**src/rtl/hpc3_rnd_feeder_if.sv**
```systemverilog
// ---------------------------------------------------------------------------
// hpc3_rnd_feeder_if
// Purpose : bundles the two valid/ready channels of the randomness feeder.
//           The PRNG word channel comes in, and the gadget bundle channel
//           goes out.
// Signals :
//   in_valid   PRNG word valid                 (master -> slave)
//   in_ready   feeder can take a word          (slave  -> master)
//   in_data    PRNG word, IN_W bits            (master -> slave)
//   out_valid  a full bundle is available      (slave  -> master)
//   out_ready  gadget bank consumes the bundle (master -> slave)
//   out_rnd    randomness bundle, RND_W bits   (slave  -> master)
// Modports: master = PRNG / gadget-bank side, slave = the feeder itself.
// ---------------------------------------------------------------------------
interface hpc3_rnd_feeder_if #(
    parameter int IN_W  = 32,
    parameter int RND_W = 16
) ();
    logic             in_valid;
    logic             in_ready;
    logic [IN_W-1:0]  in_data;
    logic             out_valid;
    logic             out_ready;
    logic [RND_W-1:0] out_rnd;

    modport master (
        output in_valid, in_data, out_ready,
        input  in_ready, out_valid, out_rnd
    );

    modport slave (
        input  in_valid, in_data, out_ready,
        output in_ready, out_valid, out_rnd
    );
endinterface

```
**src/rtl/hpc3_rnd_feeder.sv**
```systemverilog
// ---------------------------------------------------------------------------
// hpc3_rnd_feeder
// Purpose : randomness staging buffer between a PRNG and a bank of HPC3
//           masked AND gadgets. PRNG words are packed into a bit buffer, and
//           one fresh RND_W-bit bundle is handed out per output transfer.
//           Every bit is delivered exactly once. On starvation out_valid
//           simply stays low; no substitute randomness is ever produced.
// Ports   :
//   i_clk         clock, all state on rising edge
//   i_rst_n       synchronous reset, active low
//   bus           hpc3_rnd_feeder_if.slave (PRNG in, bundle out)
//   o_starve_cnt  16-bit saturating starvation counter, present only when
//                 HPC3_RND_FEEDER_STATS_EN is defined
// Config  : HPC3_RND_FEEDER_STATS_EN enables the starvation counter.
// ---------------------------------------------------------------------------
module hpc3_rnd_feeder #(
    parameter int d         = 2,
    parameter int N_GADGETS = 8,
    parameter int IN_W      = 32
) (
    input  logic             i_clk,
    input  logic             i_rst_n,
    hpc3_rnd_feeder_if.slave bus
`ifdef HPC3_RND_FEEDER_STATS_EN
    ,
    output logic [15:0]      o_starve_cnt
`endif
);
    localparam int RND_W = N_GADGETS * d * (d - 1);
    localparam int CAP   = RND_W + IN_W;
    localparam int CW    = $clog2(CAP + 1);

    localparam logic [CW-1:0] C_RND_W = CW'(RND_W);
    localparam logic [CW-1:0] C_IN_W  = CW'(IN_W);

    logic [CAP-1:0] r_buf;
    logic [CW-1:0]  r_fill;

    logic           w_in_ready;
    logic           w_out_valid;
    logic           w_in_fire;
    logic           w_out_fire;
    logic [CAP-1:0] w_shifted;
    logic [CAP-1:0] w_ins_data;
    logic [CAP-1:0] w_ins_mask;
    logic [CAP-1:0] w_buf_next;
    logic [CW-1:0]  w_wr_base;
    logic [CW-1:0]  w_fill_next;

    // Handshake flags come from registered fill only; in_ready accepts a word
    // only when it is guaranteed to fit (fill+IN_W <= CAP), so no overflow.
    always_comb begin
        w_in_ready  = i_rst_n & (r_fill <= C_RND_W);
        w_out_valid = (r_fill >= C_RND_W);
        w_in_fire   = bus.in_valid & w_in_ready;
        w_out_fire  = w_out_valid & bus.out_ready;
    end

    assign bus.in_ready  = w_in_ready;
    assign bus.out_valid = w_out_valid;
    assign bus.out_rnd   = r_buf[RND_W-1:0];

    // Next buffer: consume first (zero-filling shift), then insert the new
    // word right above the surviving valid bits. A mask-and-or insert keeps
    // the write position fully variable without a part-select range issue.
    always_comb begin
        w_shifted   = r_buf;
        w_wr_base   = r_fill;
        w_fill_next = r_fill;
        if (w_out_fire) begin
            w_shifted = r_buf >> RND_W;
            w_wr_base = r_fill - C_RND_W;
        end
        w_ins_data = {{RND_W{1'b0}}, bus.in_data} << w_wr_base;
        w_ins_mask = {{RND_W{1'b0}}, {IN_W{1'b1}}} << w_wr_base;
        w_buf_next = w_shifted;
        if (w_in_fire) begin
            w_buf_next = (w_shifted & ~w_ins_mask) | w_ins_data;
        end
        if (w_in_fire) begin
            w_fill_next = w_fill_next + C_IN_W;
        end
        if (w_out_fire) begin
            w_fill_next = w_fill_next - C_RND_W;
        end
    end

    // Reset wipes the buffer so pre-reset randomness can never resurface.
    always_ff @(posedge i_clk) begin
        if (!i_rst_n) begin
            r_buf  <= '0;
            r_fill <= '0;
        end else begin
            r_buf  <= w_buf_next;
            r_fill <= w_fill_next;
        end
    end

`ifdef HPC3_RND_FEEDER_STATS_EN
    logic [15:0] r_starve_cnt;

    // Counts cycles where the gadget bank wanted randomness but none was
    // ready; saturates rather than wrapping so long stalls stay visible.
    always_ff @(posedge i_clk) begin
        if (!i_rst_n) begin
            r_starve_cnt <= '0;
        end else if (bus.out_ready && !w_out_valid && (r_starve_cnt != 16'hFFFF)) begin
            r_starve_cnt <= r_starve_cnt + 16'd1;
        end
    end

    assign o_starve_cnt = r_starve_cnt;
`endif

endmodule

```
**src/flat_wrapper.sv**
```systemverilog
// flat-port wrapper written by rule: the top's interface ports become plain ports
module hpc3_rnd_feeder_flat 
#(
    parameter int d         = 2,
    parameter int N_GADGETS = 8,
    parameter int IN_W      = 32
)
  (i_clk, i_rst_n, bus_in_valid, bus_in_data, bus_out_ready, bus_in_ready, bus_out_valid, bus_out_rnd);
  hpc3_rnd_feeder_if #(.IN_W(IN_W), .RND_W(16)) bus_i ();
  input  logic i_clk;
  input  logic i_rst_n;
  input wire logic [$bits(bus_i.in_valid)-1:0] bus_in_valid;
  input wire logic [$bits(bus_i.in_data)-1:0] bus_in_data;
  input wire logic [$bits(bus_i.out_ready)-1:0] bus_out_ready;
  output wire logic [$bits(bus_i.in_ready)-1:0] bus_in_ready;
  output wire logic [$bits(bus_i.out_valid)-1:0] bus_out_valid;
  output wire logic [$bits(bus_i.out_rnd)-1:0] bus_out_rnd;
  assign bus_i.in_valid = bus_in_valid;
  assign bus_i.in_data = bus_in_data;
  assign bus_i.out_ready = bus_out_ready;
  assign bus_in_ready = bus_i.in_ready;
  assign bus_out_valid = bus_i.out_valid;
  assign bus_out_rnd = bus_i.out_rnd;
  hpc3_rnd_feeder #(.d(d), .N_GADGETS(N_GADGETS), .IN_W(IN_W)) u_core (.i_clk(i_clk), .i_rst_n(i_rst_n), .bus(bus_i));
endmodule
```
**config.mk**
```make
export PLATFORM = sky130hd
export DESIGN_NAME = hpc3_rnd_feeder_flat
export DESIGN_NICKNAME = d
export VERILOG_FILES = /design/src/rtl/hpc3_rnd_feeder_if.sv /design/src/rtl/hpc3_rnd_feeder.sv /design/src/flat_wrapper.sv
export SDC_FILE = /design/constraint.sdc
export NUM_CORES = 1
export LEC_CHECK = 0
export ABC_AREA = 1
export BUFFER_PORTS_ARGS = -buffer_cell sky130_fd_sc_hd__buf_2
export CAP_MARGIN = 20
export CORE_MARGIN = 2
export CORE_UTILIZATION = 35
export CTS_CLUSTER_DIAMETER = 120
export DETAILED_ROUTE_END_ITERATION = 10
export GPL_TIMING_DRIVEN = 0
export HOLD_SLACK_MARGIN = 0.1
export PLACE_DENSITY = 0.64
export SLEW_MARGIN = 20
export SYNTH_ARGS = -nofsm -noshare
export SYNTH_HDL_FRONTEND = slang
export SYNTH_SLANG_ARGS = --single-unit
```
**constraint.sdc**
```tcl
create_clock -name i_clk -period 3.1 [get_ports i_clk]
set_input_delay 0.31 -clock i_clk [delete_from_list [all_inputs] [get_ports i_clk]]
set_output_delay 0.31 -clock i_clk [all_outputs]
set_load 0.02 [all_outputs]
```
==> flow_metrics.tcl, run 1 <==
set metrics [dict create \
    drt-pass1-iter-count 5 \
    synth_cell_types 20 \
    syn-mean-instance-area_um2 6.359 \
    tightest_slew_ns 0.7420 \
    wirelength_mm 9.346 \
    holdPathEnd "u_core.r_buf[15]" \
    synth_top_area_share_pct 34.22 \
    hp-start "bus_in_data[15]" \
    yosys_register_bits 50 \
    hold_depth 3 \
    ant_nets 0 \
    whs_ns 0.2718 \
    antenna_found_initial 0 \
    synthCells 460 \
    drt_iter0_markers 377 \
    overflow 0 \
    floorplan.rows 33 \
    setup_viol 0 \
    vias_per_cell 5.021 \
    post-dp-hpwl_mm 6.536 \
    rr_worst_depth 13 \
    yosysWarnings 0 \
    hold_path_class "in -> reg" \
    finalPower_mw 2.177 \
    fmax_ghz 0.3512 \
    slew_headroom_pct 50.53 \
    skew_ns 0.01162 \
    p_per_area_nw_per_um2 632.8 \
    die_w_um 95.42 \
    instances_no_fill 626 \
    grt_pass1_wl_mm 14.63 \
    yosys-top-cells-area "dfxtp_1 34%, nand2_1 19%, a21oi_1 11%, nand3_1 8.2%, nor2_1 6.8%" \
    setup_tns_ns 0 \
    clockRootBuffer "clkbuf_8" \
    ir_drop_mv 0.2506 \
    final_common_cell "nand2_1" \
    cts_max_path_buffers 2 \
    grt_max_degree 17 \
    drive_above_1_share_pct 21.31 \
    numPortBuffers 53 \
    cts_hold_buffers 0 \
    initial_core_util_pct 35.78 \
    slew_viol_final 0 \
    worst-setup-path-type "reg -> reg" \
    clock_sinks 50 \
    synth_top_cell_by_area "dfxtp_1" \
    path_clk_slew_ns 0.10 \
    remaining_drc_errors 0 \
    htree_levels 2 \
    final_nets 559 \
    period_needed_ns 2.848 \
    syn_nets 499 \
    r2r_end "u_core.r_buf[41]" \
    end_kind "flop" \
    reg2reg_from "u_core.r_fill[4]" \
    track_usage_pct 21.34 \
    fillers 877 \
    critPathRequiredTime_ns 3.34 \
    cts_setup_buffers 0 \
    layout_common_cells "151 x nand2_1, 64 x buf_2, 64 x a21oi_1" \
    critPathMaxFanout 10 \
    p_leak_nw 1.553 \
    cp_data_arrival_time_ns 3.09 \
    rrSetupSlack_ns 0.25 \
    synth_area_um2 2925 \
    core_area_um2 8175 \
    cts.repair.resized 0 \
    die_h_um 95.42 \
    grt_setup_unrepaired "no" \
    numCtsBuffers 5 \
    syn_to_final_growth_pct 17.58 \
    hold_violations 0 \
    routedWlPerCell_um 14.93 \
    ios 54 \
    vias 3143 \
    diodes 0 \
    outcome "finished clean" \
    start_kind "flop" \
    dp_cells 618 \
    die_area_um2 9105 \
    grt_pass1_vias 2861 \
    drv_cap 0 \
    cts_tree "done" \
    period_share_pct 91.86 \
    clock_latency_ns 0.32 \
    synth_seq_area_share_pct 34.22 \
    place.gp.congestion 0.8725 \
]
[routing by layer]
layer	track usage (%)	vias to the layer above	routed length, um
met1	26.48	1411	3992
met2	37.91	134	4541
met3	2.688	22	578
met4	7.500	0	234
met5	0	-	0
li1	-	1576	-
[cell usage after synthesis]
master / n
clkbuf_1: 5
nand2_2: 4
a21oi_1: 64
ha_1: 3
nor2_1: 53
buf_1: 2
nor2_4: 1
dfxtp_1: 50
nor2_8: 1
nand3b_1: 1
nand2_4: 2
inv_2: 2
nand2_1: 151
buf_6: 6
inv_1: 17
o21ai_0: 16
buf_2: 11
buf_4: 22
nand3_1: 48
xor2_1: 1
[layout make-up]
class	count	area (um2)	share of cell area, %
Buffer	46	314.1	9.131
Clock buffer	5	68.82	2.001
Clock inverter	3	43.79	1.273
Inverter	19	71.32	2.073
Multi-Input combinational cell	345	1544	44.89
Sequential cell	50	1001	29.10
Tap cell	105	131.4	3.820
Timing Repair Buffer	53	265.3	7.712
[stage by stage]
stage / area, um2 / util (%) / setup WS [ns]
after floorplan: 2925 / - / 0.8023
after global placement: 3322 / 40.63 / 0.2407
after detailed placement: 3322 / 40.63 / 0.1955
after CTS: 3435 / 42.01 / 0.1741
after global routing: 3440 / 42.07 / 0.08578
final: 3440 / 42.07 / 0.2523
[how the worst max path moves through the flow]
stage / cells after the start / start / end
2_1_floorplan: 13 / u_core.r_fill[4] / u_core.r_buf[38]
3_3_place_gp: 13 / u_core.r_fill[4] / u_core.r_buf[42]
3_5_place_dp: 13 / u_core.r_fill[4] / u_core.r_buf[41]
4_1_cts: 13 / u_core.r_fill[4] / u_core.r_buf[41]
5_1_grt: 13 / u_core.r_fill[4] / u_core.r_buf[40]
6_report: 13 / u_core.r_fill[4] / u_core.r_buf[41]
[power breakdown]
group	leakage, nW	switching [mW]	internal, mW	total, mW
registers	0.407	0.0464	0.727	0.774
clock network	0.0585	0.246	0.243	0.489
logic	1.09	0.606	0.308	0.915
[registers in the layout, summed over array words and instances (netlist names)]
signal,count
u_core.r_buf,48
u_core.r_fill,2
[cell families (layout without fill, tap and decap cells)]
family          count (synthesis)  in the layout  share of synthesized area, %
compound gates                 80             80                         13.69
xor+xnor                        1              1                        0.2995
fa+ha+maj                       3              3                         1.283
buf+inv                        65            126                         13.17
flops                          50             50                         34.22
simple gates                  261            261                         37.34
[critical path, stage by stage, from the launching register on]
cell and delay (ns):
dfxtp_1 0.37, inv_1 0.11, ha_1 0.24, nor2_1 0.22, buf_2 0.25, buf_4 0.23, ha_1 0.25, buf_2 0.21
inv_1 0.14, nand3_1 0.11, nand3_2 0.19, buf_4 0.22, nand3_1 0.08, a21oi_1 0.14
Power figures use the tool's default switching activity.
==> run 2: changes to the inputs <==
--- a/config.mk
+++ b/config.mk
@@ -9,12 +9,12 @@
 export BUFFER_PORTS_ARGS = -buffer_cell sky130_fd_sc_hd__buf_2
 export CAP_MARGIN = 20
 export CORE_MARGIN = 2
-export CORE_UTILIZATION = 35
+export CORE_UTILIZATION = 45
 export CTS_CLUSTER_DIAMETER = 120
 export DETAILED_ROUTE_END_ITERATION = 10
 export GPL_TIMING_DRIVEN = 0
 export HOLD_SLACK_MARGIN = 0.1
-export PLACE_DENSITY = 0.64
+export PLACE_DENSITY_LB_ADDON = 0.12
 export SLEW_MARGIN = 20
 export SYNTH_ARGS = -nofsm -noshare
 export SYNTH_HDL_FRONTEND = slang
==> run 2 against run 1 <==
Final cell count shrank 4.6%. Clock skew shrank 0.0032 ns. Power fell by 5.1%. Non-clock buffer count stayed put. Count of clock-buffer cells in the layout is 1 higher. Via count is 0.19% higher. Clock power down 22%. Fmax increased by 2.0%. Routed wire length decreased by 5.0%. Core utilization is 11 points higher. Largest cell class unchanged.
==> flow_metrics.tcl, run 2 (synthesis gave the netlist of run 1 again) <==
set metrics [dict create \
    drv_cap 0 \
    drive_above_1_share_pct 20.96 \
    grt_pass1_wl_mm 14.14 \
    whs_ns 0.2616 \
    grt_setup_unrepaired "no" \
    remaining_drc_errors 0 \
    fillers 688 \
    fmax_ghz 0.3583 \
    period_needed_ns 2.791 \
    layout_common_cells "151 x nand2_1, 64 x buf_2, 64 x a21oi_1" \
    hold_violations 0 \
    initial_core_util_pct 46.33 \
    floorplan.rows 29 \
    numCtsBuffers 5 \
    end_kind "flop" \
    vias 3149 \
    worst-setup-path-type "reg -> reg" \
    finalInstanceArea_um2 3372 \
    setup_viol 0 \
    diodes 0 \
    cp_data_arrival_time_ns 3.03 \
    overflow 0 \
    seq_area_um2 1001 \
    die_area_um2 7161 \
    slew_headroom_pct 54.88 \
    drt_iter0_markers 313 \
    numPortBuffers 53 \
    cts_hold_buffers 0 \
    routedWlPerCell_um 14.88 \
    outcome "finished clean" \
    grt_max_degree 15 \
    largest_reg_flops 48 \
    multi_input_area_um2 1544 \
    syn_to_final_growth_pct 15.27 \
    clockRootBuffer "clkbuf_8" \
    drt-pass1-iter-count 5 \
    grt_pass1_vias 2753 \
    die_h_um 84.63 \
    p_per_area_nw_per_um2 612.7 \
    antenna_found_initial 0 \
    dpl-instance-area_um2 3287 \
    wirelength_mm 8.882 \
    final_common_cell "nand2_1" \
    top_register "u_core.r_buf" \
    tightest_slew_ns 0.6767 \
    vias_per_cell 5.275 \
    ir_drop_mv 0.2837 \
    post-dp-hpwl_mm 6.144 \
    critPathRequiredTime_ns 3.34 \
    final_nets 559 \
    track_usage_pct 24.98 \
    p_leak_nw 1.532 \
    place.gp.congestion 0.8818 \
    setup_tns_ns 0 \
    cts_tree "done" \
    htree_levels 2 \
    core_area_um2 6314 \
    critPathMaxFanout 10 \
    reg_top3 "u_core.r_buf x48, u_core.r_fill x2" \
    die_w_um 84.63 \
    slew_viol_final 0 \
    ant_nets 0 \
    ios 54 \
    skew_ns 0.008418 \
    start_kind "flop" \
    cts_max_path_buffers 2 \
    clock_latency_ns 0.31 \
    clock_sinks 50 \
    hold_path_class "in -> reg" \
    period_share_pct 90.04 \
    path_clk_slew_ns 0.10 \
]
## run 2: cell types whose count changed in the layout (fill, tap and decap cells not counted), sizes merged
cell	previous run	this run
clkinvlp	0	1
clkinv	1	0
clkbuf	10	11
inv	20	19
bufinv	1	0
## run 2: metrics by stage
stage / total power, mW / cells / worst slack, ns / utilization (%)
finish: 2.066 / 597 / 0.3087 / 53.41
global route: 2.195 / 597 / 0.08470 / 53.41
floorplan: 1.420 / 460 / 0.8023 / -
CTS: 2.059 / 597 / 0.2270 / 53.33
detailed placement: 1.684 / 590 / 0.2612 / 52.06
global placement: 1.673 / 590 / 0.2901 / 52.06
## run 2: timing repair
item,in CTS,in global routing
endpoints found under the setup margin,0,6
gates resized for setup,0,1
hold endpoints to repair,0,0
buffers inserted,0,0
## run 2: area by class of cell
| type | instances | share of cell area (%) |
|---|---|---|
| Clock inverter | 1 | 0.2226 |
| Timing Repair Buffer | 53 | 7.866 |
| Sequential cell | 50 | 29.68 |
| Clock buffer | 6 | 2.152 |
| Inverter | 19 | 2.115 |
| Tap cell | 77 | 2.857 |
| Multi-Input combinational cell | 345 | 45.79 |
| Buffer | 46 | 9.314 |
## run 2: metal layers
layer	vias up	track usage, %	share of wire [%]
met5	-	0	0
met4	0	6.205	1.4
met3	12	4.818	9.0
met2	138	38.73	45
met1	1427	35.84	44
li1	1572	-	-
## run 2: critical path, cell delays in order, from the launching register on
cell and delay (ns):
dfxtp_1 0.37, inv_1 0.11, ha_1 0.24, nor2_1 0.19, buf_2 0.25, buf_4 0.22, ha_1 0.25, buf_2 0.21
inv_1 0.13, nand3_1 0.10, nand3_2 0.18, buf_4 0.22, nand3_1 0.08, a21oi_1 0.15
## run 2: path summary, 6_finish.rpt
kind	startpoint	endpoint	slack, ns	depth (start not counted)
worst max register to register	u_core.r_fill[4]	u_core.r_buf[46]	0.31	13
worst min-delay path	bus_in_data[15]	u_core.r_buf[15]	0.26	3
worst min register to register	u_core.r_buf[27]	u_core.r_buf[27]	0.46	2
worst max-delay path	u_core.r_fill[4]	u_core.r_buf[46]	0.31	13
## run 2: power by group
part / internal [mW] / switching [mW] / total, mW
clock: 0.156 / 0.227 / 0.383
combinational: 0.308 / 0.603 / 0.912
sequential: 0.727 / 0.0444 / 0.771
==> run 3: changes to the inputs <==
--- a/config.mk
+++ b/config.mk
@@ -9,12 +9,13 @@
 export BUFFER_PORTS_ARGS = -buffer_cell sky130_fd_sc_hd__buf_2
 export CAP_MARGIN = 20
 export CORE_MARGIN = 2
-export CORE_UTILIZATION = 45
+export CORE_UTILIZATION = 40
 export CTS_CLUSTER_DIAMETER = 120
 export DETAILED_ROUTE_END_ITERATION = 10
 export GPL_TIMING_DRIVEN = 0
 export HOLD_SLACK_MARGIN = 0.1
 export PLACE_DENSITY_LB_ADDON = 0.12
+export SKIP_CTS_REPAIR_TIMING = 1
 export SLEW_MARGIN = 20
 export SYNTH_ARGS = -nofsm -noshare
 export SYNTH_HDL_FRONTEND = slang
==> run 3 against run 2 <==
Routed wire length up 7.8%. Via count decreased by 0.35%. Final cell count grew 3.7%. Flip-flop and latch count stayed put. Non-clock buffer count is the same. Critical path depth unchanged. Core utilization is 6.0 points lower. Cell area up 0.82%. Critical endpoint is now u_core.r_buf[45]. Highest routed layer unchanged.
==> flow_metrics.tcl, run 3 (synthesis gave the netlist of run 1 again) <==
set metrics [dict create \
    outcome "finished clean" \
    largest_reg_flops 48 \
    die_area_um2 8013 \
    routedWlPerCell_um 15.47 \
    grt_setup_unrepaired "no" \
    skew_ns 0.004279 \
    p_leak_nw 1.532 \
    drt-pass1-iter-count 5 \
    reg2reg_from "u_core.r_fill[4]" \
    initial_core_util_pct 40.77 \
    floorplan.rows 31 \
    numPortBuffers 53 \
    cts_tree "done" \
    start_kind "flop" \
    switching_power_mw 0.8999 \
    grt_pass1_wl_mm 14.49 \
    cts_max_path_buffers 2 \
    dp_cells 612 \
    swShare_pct 43.04 \
    slew_headroom_pct 50.72 \
    p_seq_share_pct 36.9 \
    track_usage_pct 24.40 \
    syn_to_final_growth_pct 16.21 \
    endpoint "u_core.r_buf[45]" \
    clockPowerShare_pct 18.5 \
    drv_cap 0 \
    period_share_pct 91.42 \
    drt_iter0_markers 265 \
    whs_ns 0.2663 \
    p_int_mw 1.191 \
    grt_pass1_vias 2707 \
    end_kind "flop" \
    numCtsBuffers 5 \
    place.gp.congestion 0.8336 \
    die_w_um 89.52 \
    ant_nets 0 \
    critPathMaxFanout 10 \
    ios 54 \
    clock_sinks 50 \
    fmax_ghz 0.3528 \
    wirelength_mm 9.574 \
    instances_no_fill 619 \
    grt_max_degree 15 \
    clock_latency_ns 0.31 \
    final_common_cell "nand2_1" \
    rr_worst_depth 13 \
    path_clk_slew_ns 0.09 \
    core_area_um2 7176 \
    reg_top3 "u_core.r_buf x48, u_core.r_fill x2" \
    hold_violations 0 \
    fillers 755 \
    post-dp-hpwl_mm 6.453 \
    period_needed_ns 2.834 \
    critPathLaunch "u_core.r_fill[4]" \
    p_comb_share_pct 44.5 \
    tightest_slew_ns 0.7392 \
    final_util_pct 47.38 \
    final_nets 559 \
    remaining_drc_errors 0 \
    clockRootBuffer "clkbuf_8" \
    vias_per_cell 5.069 \
    cp_data_arrival_time_ns 3.07 \
    worst-setup-path-type "reg -> reg" \
    critPathRequiredTime_ns 3.34 \
    setup_viol 0 \
    r2r_end "u_core.r_buf[45]" \
    antenna_found_initial 0 \
    overflow 0 \
    p_per_area_nw_per_um2 615.1 \
    rrSetupSlack_ns 0.27 \
    htree_levels 2 \
    die_h_um 89.52 \
    ir_drop_mv 0.1932 \
    diodes 0 \
    hold_path_class "in -> reg" \
    vias 3138 \
    top_register "u_core.r_buf" \
    drive_above_1_share_pct 20.96 \
    setup_tns_ns 0 \
    layout_common_cells "151 x nand2_1, 64 x buf_2, 64 x a21oi_1" \
    slew_viol_final 0 \
]
-- run 3: cell counts in the layout (fill, tap and decap cells not counted) --
No cell type changed its count.
-- run 3: routing by layer --
metal,track usage (%),wire length [um]
met4,7.191,152
met1,33.20,4095
met5,0,0
met2,40.13,4499
met3,3.509,826
-- run 3: worst max-delay path, stage by stage (launching register included) --
cell     delay (ns)
dfxtp_1        0.38
inv_1          0.12
ha_1           0.24
nor2_1         0.19
buf_2          0.25
buf_4          0.23
ha_1           0.24
buf_2          0.21
inv_1          0.16
nand3_1        0.11
nand3_2        0.19
buf_4          0.21
nand3_1        0.08
a21oi_1        0.14
-- run 3: cell type report --
cell class	instances	area, um2	share of cell area (%)
plain buffers	46	314.1	9.238
clock buffers	6	72.57	2.135
clock inverters	1	7.507	0.2208
inverters	19	71.32	2.098
multi-input cells	345	1544	45.42
flip-flops and latches	50	1001	29.44
well taps	99	123.9	3.644
repair buffers	53	265.3	7.803
-- run 3: worst min path at each step --
stage                                   to  cells after the start  slack [ns]              from
final                     u_core.r_buf[15]                      3        0.27   bus_in_data[15]
after global routing      u_core.r_buf[21]                      3        0.27    bus_in_data[5]
after CTS                 u_core.r_buf[15]                      3        0.26   bus_in_data[15]
after detailed placement  u_core.r_buf[25]                      2        0.45  u_core.r_buf[25]
after global placement    u_core.r_buf[22]                      2        0.45  u_core.r_buf[22]
after floorplan           u_core.r_buf[17]                      2        0.44  u_core.r_buf[17]
-- run 3: power groups by stage --
stage          Combinational (mW)  Clock, mW  Sequential, mW
6_report                    0.931      0.388           0.772
3_3_place_gp                0.905          0           0.783
4_1_cts                     0.923      0.389           0.771
2_1_floorplan               0.647          0           0.773
5_1_grt                      1.02      0.417           0.781
3_5_place_dp                0.920          0           0.786
-- run 3: through the flow --
step	area (um2)	worst slack, ns	total power [mW]
final	3400	0.2658	2.091
after global routing	3400	0.05145	2.221
after CTS	3395	0.1516	2.084
after detailed placement	3314	0.1776	1.706
after global placement	3314	0.2320	1.689
after floorplan	2925	0.8023	1.420
